## src/rtl/dmem_router.sv

```systemverilog
// Data-port address router: per-region decode, base-relative translation, latency-aligned read
// return muxing, exit mailbox and unmapped-access fault capture.
module dmem_router #(
  parameter int unsigned N_REGIONS = 3,
  parameter logic [N_REGIONS*32-1:0] REGION_BASE = {32'h8000_0000, 32'h2000_0000, 32'h0000_0000},
  parameter logic [N_REGIONS*32-1:0] REGION_SIZE = {32'h0000_1000, 32'h0000_1000, 32'h2000_0000},
  parameter int unsigned READ_LATENCY = 1,
  parameter logic [31:0] EXIT_ADDR = 32'h600d_600c,
  parameter logic [31:0] UNMAPPED_RDATA = 32'hdead_beef
) (
  input  logic                    clk,
  input  logic                    reset,
  input  logic [31:0]             addr,
  input  logic [31:0]             data_i,
  input  logic                    data_en,
  input  logic                    write_en,
  output logic [31:0]             data_o,
  output logic                    rvalid,
  output logic [N_REGIONS*32-1:0] t_addr,
  output logic [31:0]             t_data_i,
  output logic [N_REGIONS-1:0]    t_data_en,
  output logic [N_REGIONS-1:0]    t_write_en,
  input  logic [N_REGIONS*32-1:0] t_data_o,
  output logic                    done,
  output logic [31:0]             exit_code,
  output logic                    fault,
  output logic [31:0]             fault_addr,
  output logic [7:0]              fault_count
);

  localparam int unsigned IW    = (N_REGIONS > 1) ? $clog2(N_REGIONS) : 1;
  localparam int unsigned NSLOT = 2 ** IW;
  localparam int unsigned LAST  = READ_LATENCY - 1;

  typedef enum logic [1:0] {
    K_REGION = 2'd0,
    K_EXIT   = 2'd1,
    K_UNMAP  = 2'd2
  } kind_e;

  logic [N_REGIONS-1:0] w_hit;
  logic [31:0]          w_tdo [NSLOT];
  logic [IW-1:0]        w_sel_idx;
  logic                 w_any_hit;
  logic                 w_is_exit;
  kind_e                w_kind;
  logic                 w_exit_wr;
  logic                 w_unmap_acc;

  logic                 r_pv [READ_LATENCY];
  kind_e                r_pk [READ_LATENCY];
  logic [IW-1:0]        r_pi [READ_LATENCY];
  logic [31:0]          r_ps [READ_LATENCY];

  logic                 r_done;
  logic [31:0]          r_exit_code;
  logic                 r_fault;
  logic [31:0]          r_fault_addr;
  logic [7:0]           r_fault_count;

  // Per-region match (33-bit upper bound so a region ending at 2^32 does not wrap) and translation
  for (genvar gi = 0; gi < N_REGIONS; gi++) begin : g_region
    assign w_hit[gi] = (addr >= REGION_BASE[gi*32 +: 32]) &&
                       ({1'b0, addr} < ({1'b0, REGION_BASE[gi*32 +: 32]} +
                                        {1'b0, REGION_SIZE[gi*32 +: 32]}));
    assign t_addr[gi*32 +: 32] = addr - REGION_BASE[gi*32 +: 32];
  end

  for (genvar gs = 0; gs < NSLOT; gs++) begin : g_tdo
    if (gs < N_REGIONS) begin : g_used
      assign w_tdo[gs] = t_data_o[gs*32 +: 32];
    end else begin : g_pad
      assign w_tdo[gs] = '0;
    end
  end

  assign t_data_i = data_i;

  // Lowest-index hit wins; the exit mailbox overrides any region
  always_comb begin
    w_sel_idx = '0;
    w_any_hit = 1'b0;
    for (int i = int'(N_REGIONS) - 1; i >= 0; i--) begin
      if (w_hit[i]) begin
        w_sel_idx = IW'(i);
        w_any_hit = 1'b1;
      end
    end
    w_is_exit = (addr == EXIT_ADDR);
    if (w_is_exit)      w_kind = K_EXIT;
    else if (w_any_hit) w_kind = K_REGION;
    else                w_kind = K_UNMAP;
  end

  always_comb begin
    t_data_en  = '0;
    t_write_en = '0;
    if (data_en && (w_kind == K_REGION)) begin
      t_data_en[w_sel_idx]  = 1'b1;
      t_write_en[w_sel_idx] = write_en;
    end
  end

  assign w_exit_wr   = data_en & write_en & w_is_exit;
  assign w_unmap_acc = data_en & (w_kind == K_UNMAP);

  // Read pipeline: one entry pushed per cycle, aligned with target read latency
  always_ff @(posedge clk or posedge reset) begin
    if (reset) begin
      for (int s = 0; s < int'(READ_LATENCY); s++) begin
        r_pv[s] <= 1'b0;
        r_pk[s] <= K_REGION;
        r_pi[s] <= '0;
        r_ps[s] <= '0;
      end
    end else begin
      r_pv[0] <= data_en & ~write_en;
      r_pk[0] <= w_kind;
      r_pi[0] <= w_sel_idx;
      r_ps[0] <= r_exit_code;
      for (int s = 1; s < int'(READ_LATENCY); s++) begin
        r_pv[s] <= r_pv[s-1];
        r_pk[s] <= r_pk[s-1];
        r_pi[s] <= r_pi[s-1];
        r_ps[s] <= r_ps[s-1];
      end
    end
  end

  always_comb begin
    rvalid = r_pv[LAST];
    data_o = '0;
    if (r_pv[LAST]) begin
      case (r_pk[LAST])
        K_REGION: data_o = w_tdo[r_pi[LAST]];
        K_EXIT:   data_o = r_ps[LAST];
        default:  data_o = UNMAPPED_RDATA;
      endcase
    end
  end

  // Exit mailbox and sticky fault capture (first fault address kept)
  always_ff @(posedge clk or posedge reset) begin
    if (reset) begin
      r_done        <= 1'b0;
      r_exit_code   <= '0;
      r_fault       <= 1'b0;
      r_fault_addr  <= '0;
      r_fault_count <= '0;
    end else begin
      if (w_exit_wr) begin
        r_done      <= 1'b1;
        r_exit_code <= data_i;
      end
      if (w_unmap_acc) begin
        r_fault <= 1'b1;
        if (!r_fault)               r_fault_addr  <= addr;
        if (r_fault_count != 8'hFF) r_fault_count <= r_fault_count + 8'd1;
      end
    end
  end

  assign done        = r_done;
  assign exit_code   = r_exit_code;
  assign fault       = r_fault;
  assign fault_addr  = r_fault_addr;
  assign fault_count = r_fault_count;

endmodule

```

## config.mk

```make
export PLATFORM = sky130hd
export DESIGN_NAME = dmem_router
export DESIGN_NICKNAME = d
export VERILOG_FILES = /design/src/rtl/dmem_router.sv
export SDC_FILE = /design/constraint.sdc
export NUM_CORES = 1
export LEC_CHECK = 0
export ABC_AREA = 1
export CORE_AREA = 2 2 158 160
export CTS_BUF_LIST = sky130_fd_sc_hd__clkbuf_2 sky130_fd_sc_hd__clkbuf_4 sky130_fd_sc_hd__clkbuf_8
export DETAILED_ROUTE_END_ITERATION = 16
export DIE_AREA = 0 0 160 162
export PLACE_DENSITY = 0.7
export SLEW_MARGIN = 30
export SYNTH_ARGS = -nofsm -noshare
export SYNTH_HDL_FRONTEND = slang
export SYNTH_SLANG_ARGS = --single-unit
```

## constraint.sdc

```tcl
create_clock -name clk -period 9.25 [get_ports clk]
set_input_delay 1.85 -clock clk [delete_from_list [all_inputs] [get_ports clk]]
set_output_delay 1.85 -clock clk [all_outputs]
set_load 0.01 [all_outputs]
```

==> results by group, run 1 <==
Global routing
  – Global-route wire length before repair: ~37 mm
  – Largest net degree at the start of global routing: 67
  – Vias in the first global route: around 6.4k
  – Total GRT Usage: 18.01%
  – Grt total ovfl: 0
  – Initial antenna violation count: 2

Detailed routing
  – Post-route ant nets: 0
  – DRC Markers: 0
  – Detailed Route WL: 24.03 mm
  – WL per Instance: 16.92 um
  – DR pass1 iterations: 7
  – Routed vias/inst: 4.466
  – Via count: ~6.3k
  – Initial DRC count: around 420

Logic synthesis
  – Gate Count Post-Synth: between 800 and 900
  – Most common cell in the netlist: nor2_1
  – Netlist cell types: 24
  – Synth cell count leaders: nor2_1, nand2_1, buf_4, dfrtp_1
  – Avg Inst Size Synth: 7.790 sq um
  – Syn Nets: between 900 and 1k
  – Post-synth top area share: about 43%
  – Post-synth EDFFs: 0
  – Top_reg_cell synth: dfrtp_1
  – Register area share after synthesis: a little over two fifths
  – Register bit total from synthesis: roughly 110
  – Synth Cell Area: 6474 sq um
  – Async SR Flop Fraction: 100.0%
  – Yosys top cell by area: dfrtp_1
  – Top cells by area, synth: dfrtp_1, buf_4, nor2_1
  – Ys Warns: 0

Floorplanning
  – Initial Util: ~27%
  – Die W: around 160 um
  – Die footprint: 25,920 sq um
  – Row count: 57
  – Core Area: ~24,000 sq um
  – IO Count: a little over 400
  – Die Y: about 160 um

Run
  – Max Cap Viol: 0

Worst setup path
  – Worst setup EP type: output port
  – Startpoint types: input pin
  – WP data arrival: 4.31 ns
  – CP Launch Point: addr[31]
  – Worst reg-to-reg setup slack: 7.42 ns
  – Worst-path fanout max: 8
  – Reg-to-Reg Start: fault
  – R2R depth: 5
  – Worst path required time: around 7.4 ns
  – WS Path Type: input pin to output port

Status
  – Status: finished, final reports clean

Clock network
  – PostCTS Resize Cnt: 0
  – Htree depth: 3
  – Hold-fix buffers at CTS: 0
  – Sinks on Clock Net: approximately 110
  – Post-CTS Setup Inserts: 0
  – Clock transition at path regs: roughly 0.11 ns
  – Root Driver: clkbuf_8
  – Clock Path Buffers: 2
  – CTS tree: yes
  – Clk_lat worst skew: around 0.38 ns
  – TritonCTS buffer count: 9

STA
  – Unrepaired setup endpoints after global routing: no
  – Final period utilization: between 60% and 70%
  – Final Hold Fails: 0
  – Hold_ws: a little over 0.4 ns
  – Worst Max-Slew Pin Slew: roughly 0.92 ns
  – Relative slew slack: 38.59%
  – Setup_tns: 0 ns
  – Fmax: 162.3 MHz
  – Min Clock Period, post-route: between 6 and 7 ns
  – Post-Route Skew: ~0.013 ns
  – Slew Viols, Final: 0
  – Final Setup Violations: 0

Cells and area
  – Fillers: around 2.5k
  – Synth-to-layout area growth: 55.62%
  – Final nets: 1,255
  – Area of the multi-input gates: about 2300 sq um
  – Register area: about 2800 sq um
  – Fraction of layout cells with a size suffix above 1: 4.205%
  – Layout Utilization: about two fifths
  – Post-route design area: 10,070 sq um

Place
  – Cell Area, Placed: around 10000 sq um
  – IO buf count: around 400
  – Routability cong.: roughly 0.85
  – Final HPWL DP: 18.66 mm

Hold path
  – Worst hold start: exit_code[30]
  – Hold depth: 0
  – Hold Crit Class: flop to flop

Power
  – Worst ir drop on vdd: between 0.00005 and 0.00006 V
  – Lkg Pwr: ~0.0043 uW
  – Power Density: 108.9 nW/um^2
-- through the flow --
| stage | cells | setup slack, ns | power, uW |
|---|---|---|---|
| 6_report | 1420 | 3.090 | 1097 |
| 5_1_grt | 1420 | 2.855 | 1156 |
| 4_1_cts | 1418 | 3.022 | 1116 |
| 3_5_place_dp | 1402 | 3.026 | 804.6 |
| 3_3_place_gp | 1402 | 3.070 | 802.8 |
| 2_1_floorplan | 831 | 4.403 | 644.3 |
-- power breakdown --
part | total [uW] | leakage [uW] | internal (uW) | switching [uW]
combinational | 285 | 0.00305 | 160 | 124
sequential | 509 | 0.00119 | 494 | 14.6
clock | 304 | 0.000104 | 119 | 185
total | 1100 | 0.00435 | 774 | 323
-- state kept, by name, indices dropped and copies added, names as in the netlist --
signal and flops:
r_ps 32, rvalid 1, fault 1, r_pk 2
r_pi 2, exit_code 32, done 1, fault_addr 32
fault_count 8
-- cell families (layout without fill, tap and decap cells) --
kind of cell,after synthesis,after routing,synth area share [%]
AND/OR/NAND/NOR,341,341,22.19
flip-flops,111,111,42.91
adder cells (fa/ha/maj),2,2,0.3865
other,0,2,0
AO/OA/AOI/OAI,137,137,12.08
XOR/XNOR,7,7,0.9471
buffers and inverters,233,496,21.49
-- cell usage in the layout, fill, tap and decap left out, drive strengths merged --
master / count
clkdlybuf4s50: 404
nor2: 150
nand2: 129
dfrtp: 111
inv: 70
o21ai: 67
a21oi: 51
nand4: 47
a211oi: 19
nand3: 12
clkbuf: 11
buf: 7
xor2: 5
clkinv: 4
nor3: 3
diode: 2
xnor2: 2
ha: 2
-- worst paths after layout --
check	end
max	t_write_en[1]
min	r_ps[30]
max reg2reg	fault_addr[11]
min reg2reg	r_ps[30]
max in group asynchronous	fault_addr[29]
min in group asynchronous	fault
-- final cells by class --
class / instances / area share, %
clock inverters: 5 / 0.4843
flip-flops and latches: 111 / 27.57
multi-input cells: 487 / 23.07
inverters: 69 / 2.596
well taps: 324 / 4.024
repair buffers: 411 / 40.70
diodes: 2 / 0.04968
clock buffers: 11 / 1.503
-- worst max-delay path, cell delays in order --
cell	delay (ns)
clkdlybuf4s50_1	0.58
nor2_1	0.24
o21ai_1	0.10
inv_1	0.06
nand2_1	0.05
a21oi_1	0.31
inv_1	0.07
nor2_1	0.28
nand2_1	0.12
nor2_1	0.10
clkdlybuf4s50_1	0.54
-- layer usage --
layer  part of all wire [%]  global-route usage, %
met5                      0                      0
met1                     39                  20.78
met3                    8.4                  5.363
met2                     50                  31.90
met4                    2.6                  6.224
Note: power is estimated with default switching activity, not from simulation.
==> run 2, diff against run 1 <==
CORE_AREA = 2 2 157 159   (was 2 2 158 160)
DIE_AREA = 0 0 159 161   (was 0 0 160 162)
PLACE_DENSITY = 0.73   (was 0.7)
clock period = 5.6 ns   (was 9.25 ns; I/O delays follow)
==> results by group, run 2 (synthesis results as in run 1) <==
Hold path
  – Hold Crit Class: flop to flop
  – Hold depth: 0 (unchanged)

Clock network
  – Hold-fix buffers at CTS: 0 (unchanged)
  – TritonCTS buffer count: 9 (unchanged)
  – Clock transition at path regs: 0.10 ns (about the same)
  – Clk_lat worst skew: 0.39 ns (about the same)
  – Sinks on Clock Net: 111 (unchanged)
  – Htree depth: 3 (unchanged)
  – Root Driver: clkbuf_8
  – Post-CTS Setup Inserts: 0 (unchanged)
  – CTS tree: yes
  – PostCTS Resize Cnt: 0 (unchanged)
  – Clock Path Buffers: 2 (unchanged)

Place
  – Final HPWL DP: 18.65 mm (about the same)
  – IO buf count: 404 (unchanged)
  – Post-Place Setup Slack: 0.8772 ns (-2.148 ns)
  – Routability cong.: 0.8402 (-1.4%)

Worst setup path
  – Worst-path fanout max: 8 (unchanged)
  – WS Path Type: input pin to output port
  – Startpoint types: input pin
  – WP data arrival: 3.58 ns (-0.73 ns)
  – R2R depth: 7 (+2)
  – Worst path required time: 4.48 ns (-2.92 ns)
  – Worst setup EP type: output port

Run
  – Max Cap Viol: 0 (unchanged)

Detailed routing
  – Top layer in use: met4
  – WL per Instance: 17.03 um (+0.64%)
  – Routed vias/inst: 4.461 (-0.12%)
  – Post-route ant nets: 0 (unchanged)
  – Met2 wire length: 12.02 mm (+0.87%)
  – Initial DRC count: 314 (-25%)
  – DR pass1 iterations: 6 (-1)
  – Detailed Route WL: 24.21 mm (+0.72%)
  – DRC Markers: 0 (unchanged)
  – Met3 routed WL: 1.846 mm (-8.3%)
  – Met1 wire length: 9.970 mm (+5.1%)
  – Via count: 6,339 (-0.047%)

Global routing
  – Largest net degree at the start of global routing: 66 (-1.5%)
  – Total GRT Usage: 18.35% (+0.34 points)
  – Global-route wire length before repair: 36.92 mm (+0.96%)
  – Grt total ovfl: 0 (unchanged)
  – Initial antenna violation count: 0 (-2)
  – Vias in the first global route: 6,430 (+1.1%)

Floorplanning
  – IO Count: 405 (unchanged)
  – Die Y: 161 um (-0.62%)
  – Initial Util: 27.02% (+0.16 points)
  – Die W: 159 um (-0.63%)
  – Core Area: 23,960 sq um (-0.59%)
  – Die footprint: 25,600 sq um (-1.2%)
  – Row count: 57 (unchanged)

Power
  – Total power draw: 1810 uW (+65%)
  – Power Density: 179.5 nW/um^2 (+65%)
  – Worst ir drop on vdd: 0.0001292 V (+120%)
  – Lkg Pwr: 0.004357 uW (+0.27%)

STA
  – Min Clock Period, post-route: 4.703 ns
  – Final period utilization: between 80% and 90%
  – Worst Max-Slew Pin Slew: 0.8690 ns (-0.05226 ns)
  – Post-Route Skew: 0.01511 ns (+0.001796 ns)
  – Relative slew slack: 41.71% (+3.1 points)
  – Fmax: ~210 MHz
  – Setup_tns: 0 ns (unchanged)
  – Unrepaired setup endpoints after global routing: no
  – Final setup margin: 0.8973 ns (-2.193 ns)
  – Final Hold Fails: 0 (unchanged)
  – Final Setup Violations: 0 (unchanged)
  – Slew Viols, Final: 0 (unchanged)

Cells and area
  – Layout Utilization: 42.08% (+0.29 points)
  – Leading cell type in the layout, fill and taps excluded: clkdlybuf4s50_1
  – Commonest non-fill, non-tap cells in the layout: clkdlybuf4s50_1, nor2_1, nand2_1
  – Fraction of layout cells with a size suffix above 1: 4.376% (+0.17 points)
  – Final nets: 1,258 (+0.24%)
  – Synth-to-layout area growth: 55.76% (about the same)
  – Diode count: 0 (-2)

Status
  – Status: finished, final reports clean
-- run 2: cell types whose count changed in the layout (fill, tap and decap cells not counted) --
| cell | before | now |
|---|---|---|
| inv_6 | 1 | 3 |
| diode_2 | 2 | 0 |
| clkinv_4 | 2 | 1 |
| inv_2 | 2 | 1 |
| inv_1 | 64 | 63 |
| clkbuf_8 | 11 | 10 |
| clkinv_1 | 2 | 4 |
| buf_4 | 6 | 10 |
| buf_6 | 1 | 0 |
-- run 2: final timing paths --
path,startpoint,endpoint,slack [ns]
worst max-delay path,addr[31],t_write_en[1],0.90
worst min-delay path,exit_code[6],r_ps[6],0.41
worst max register to register,fault_count[0],fault_count[5],3.90
worst min register to register,exit_code[6],r_ps[6],0.41
max in group asynchronous,reset,r_ps[30],3.58
min in group asynchronous,reset,fault_addr[6],1.11
-- run 2: area by class of cell --
cell class                      instances  area [sq um]
Sequential cell                       111          2778
Tap cell                              324         405.4
Clock buffer                           10         137.6
Timing Repair Buffer                  414          4119
Clock inverter                          6         57.56
Fill cell                            2428         13880
Inverter                               69         261.5
Multi-Input combinational cell        487          2325
-- run 2: power breakdown --
group	leakage [uW]	switching [uW]	internal, uW
clock	0.000102	312	187
sequential	0.00119	24.0	817
combinational	0.00306	206	265
total	0.00436	542	1270
-- run 2: stage by stage --
stage	instances	hold WS [ns]	area [sq um]
final	1421	0.4071	10080
after global routing	1421	0.4258	10080
after CTS	1421	0.4139	10080
after detailed placement	1405	0.3856	9888
after global placement	1405	0.3807	9888
after floorplan	831	0.4345	6474
-- run 2: metal layers --
metal,vias up,global-route usage (%)
met5,-,0
met4,0,4.174
met3,18,5.187
met2,279,32.43
met1,2966,22.25
li1,3076,-
-- run 2: critical path, cell delays in order --
cell	delay [ns]
clkdlybuf4s50_1	0.58
nor2_1	0.24
o21ai_1	0.09
inv_1	0.06
nand2_1	0.04
a21oi_1	0.32
inv_1	0.07
nor2_1	0.23
nand2_1	0.18
nor2_1	0.11
clkdlybuf4s50_1	0.54
==> run 3, diff against run 2 <==
CORE_AREA = 2 2 159 161   (was 2 2 157 159)
DIE_AREA = 0 0 161 163   (was 0 0 159 161)
PLACE_DENSITY = 0.69   (was 0.73)
clock period = 4.36 ns   (was 5.6 ns; I/O delays follow)
==> results by group, run 3 (synthesis results as in run 1) <==
Status
  – Status: finished, final reports clean

Detailed routing
  – DRC Markers: 0 (unchanged)
  – WL per Instance: 16.72 um (-1.9%)
  – Post-route ant nets: 0 (unchanged)
  – Routed vias/inst: 4.464 (about the same)
  – Via count: 6,441 (+1.6%)
  – Initial DRC count: 331 (+5.4%)
  – Detailed Route WL: 24.12 mm (-0.35%)
  – DR pass1 iterations: 5 (-1)

Worst setup path
  – WS Path Type: input pin to output port
  – Buffers & Inverters on Critical Path: 3 (-1)
  – Worst reg-to-reg setup slack: 2.48 ns (-1.42 ns)
  – Slowest CP cell: clkdlybuf4s50_1
  – CP dominant cell by count: nor2_1
  – Worst r2r dst: fault_addr[28]
  – Worst path required time: 3.49 ns (-0.99 ns)
  – Worst setup EP type: output port
  – CP cell instances: clkdlybuf4s50_1 > nor2_1 > nand3_1 > nor2_1 > nand3_1 > nand2_1 > nor2_4 > inv_1 > nand2_1 > nor2_1 > clkdlybuf4s50_1
  – Worst-path fanout max: 8 (unchanged)
  – CP Launch Point: addr[29]
  – Startpoint types: input pin
  – Critical path depth: 11 (unchanged)
  – WP data arrival: 3.10 ns (-0.48 ns)
  – Critical path destination: t_data_en[0]
  – Largest stage delay on the critical path: 0.61 ns (+0.03 ns)
  – R2R depth: 5 (-2)
  – Family with the most delay on the worst path: buffers and inverters
  – Reg-to-Reg Start: fault

Global routing
  – Vias in the first global route: 6,457 (+0.42%)
  – Total GRT Usage: 17.84% (-0.52 points)
  – Grt total ovfl: 0 (unchanged)
  – Largest net degree at the start of global routing: 66 (unchanged)
  – Global-route wire length before repair: 36.58 mm (-0.90%)
  – Initial antenna violation count: 1 (+1)

STA
  – Slew Viols, Final: 0 (unchanged)
  – Setup_tns: 0 ns (unchanged)
  – Post-Route Skew: 0.01238 ns (-0.002726 ns)
  – Worst Max-Slew Pin Slew: 0.8396 ns (-0.02939 ns)
  – Min Clock Period, post-route: between 3 and 4 ns
  – Unrepaired setup endpoints after global routing: no
  – Fmax: ~250 MHz
  – Final period utilization: 91.08%
  – Relative slew slack: 43.68% (+2.0 points)
  – Final Hold Fails: 0 (unchanged)
  – Final Setup Violations: 0 (unchanged)
  – Final setup margin: 0.3890 ns (-0.5083 ns)

Cells and area
  – Fraction of layout cells with a size suffix above 1: 5.665% (+1.3 points)
  – Fillers: 2,531 (+4.2%)
  – Post-route design area: 10,210 sq um (+1.2%)
  – Commonest non-fill, non-tap cells in the layout: clkdlybuf4s50_1, nor2_1, nand2_1
  – Synth-to-layout area growth: 57.69%
  – Layout Utilization: 41.37% (-0.71 points)
  – Final nets: 1,273 (+1.2%)
  – Leading cell type in the layout, fill and taps excluded: clkdlybuf4s50_1

Clock network
  – Post-CTS Setup Inserts: 0 (unchanged)
  – Clock transition at path regs: 0.12 ns (+0.02 ns)
  – Htree depth: 3 (unchanged)
  – Clk_lat worst skew: 0.38 ns (about the same)
  – TritonCTS buffer count: 9 (unchanged)
  – PostCTS Resize Cnt: 0 (unchanged)
  – Clock Path Buffers: 2 (unchanged)
  – CTS tree: yes
  – Root Driver: clkbuf_8
  – Hold-fix buffers at CTS: 0 (unchanged)
  – Sinks on Clock Net: 111 (unchanged)

Place
  – Cell Area, Placed: 10,020 sq um (+1.3%)
  – IO buf count: 404 (unchanged)
  – Routability cong.: 0.8316 (-1.0%)
  – Post-Place Setup Slack: 0.3309 ns (-0.5463 ns)
  – Final HPWL DP: 18.56 mm (-0.48%)

Power
  – Worst ir drop on vdd: 0.0001634 V (+26%)
  – Total power draw: 2317 uW (+28%)
  – Lkg Pwr: 0.004430 uW (+1.7%)
  – Power Density: 227.0 nW/um^2 (+26%)

Floorplanning
  – Core Area: 24,670 sq um (+3.0%)
  – Row count: 58 (+1.8%)
  – Die W: 161 um (+1.3%)
  – Die footprint: 26,240 sq um (+2.5%)
  – IO Count: 405 (unchanged)
  – Die Y: 163 um (+1.2%)
  – Initial Util: 26.24% (-0.78 points)

Hold path
  – Hold Crit Class: flop to flop

Run
  – Max Cap Viol: 0 (unchanged)
-- run 3: layout make-up --
cell class | instances | area [sq um] | area share (%)
diodes | 1 | 2.502 | 0.02451
clock buffers | 10 | 131.4 | 1.287
clock inverters | 6 | 53.80 | 0.5270
inverters | 69 | 261.5 | 2.562
multi-input cells | 487 | 2325 | 22.77
flip-flops and latches | 111 | 2778 | 27.21
well taps | 330 | 412.9 | 4.045
repair buffers | 429 | 4244 | 41.57
-- run 3: power breakdown --
part / internal, uW / switching (uW) / total, uW / leakage, uW
Sequential: 1050 / 30.3 / 1080 / 0.00119
Combinational: 350 / 267 / 617 / 0.00314
Clock: 226 / 395 / 621 / 0.0000977
-- run 3: worst min-delay path by stage --
| stage | startpoint | slack, ns | depth (start not counted) | to |
|---|---|---|---|---|
| 5_1_grt | exit_code[27] | 0.42 | 0 | r_ps[27] |
| 3_3_place_gp | exit_code[27] | 0.38 | 0 | r_ps[27] |
| 2_1_floorplan | exit_code[0] | 0.43 | 0 | r_ps[0] |
| 3_5_place_dp | exit_code[27] | 0.38 | 0 | r_ps[27] |
| 4_1_cts | exit_code[21] | 0.41 | 0 | r_ps[21] |
| 6_report | exit_code[21] | 0.41 | 0 | r_ps[21] |
-- run 3: stage by stage --
step,instances,hold WS (ns)
after floorplan,831,0.4345
after global placement,1426,0.3831
after detailed placement,1426,0.3849
after CTS,1442,0.4098
after global routing,1443,0.4190
final,1443,0.4079
-- run 3: worst register-to-register path, stage by stage, from the launching register on --
cell and delay [ns]:
dfrtp_1 0.40, clkinv_1 0.05, buf_4 0.33, nand3_2 0.69
nand2_1 0.25, nand2_1 0.06
-- run 3: per-layer routing --
layer  GRT usage [%]  vias up  wire [um]  part of all wire [%]
met1           21.07     2979       9713                    40
met3           5.042       27       2004                   8.3
met4           5.479        0        546                   2.3
met2           31.45      320      11860                    49
li1                -     3115          -                     -
met5               0        -          0                     0
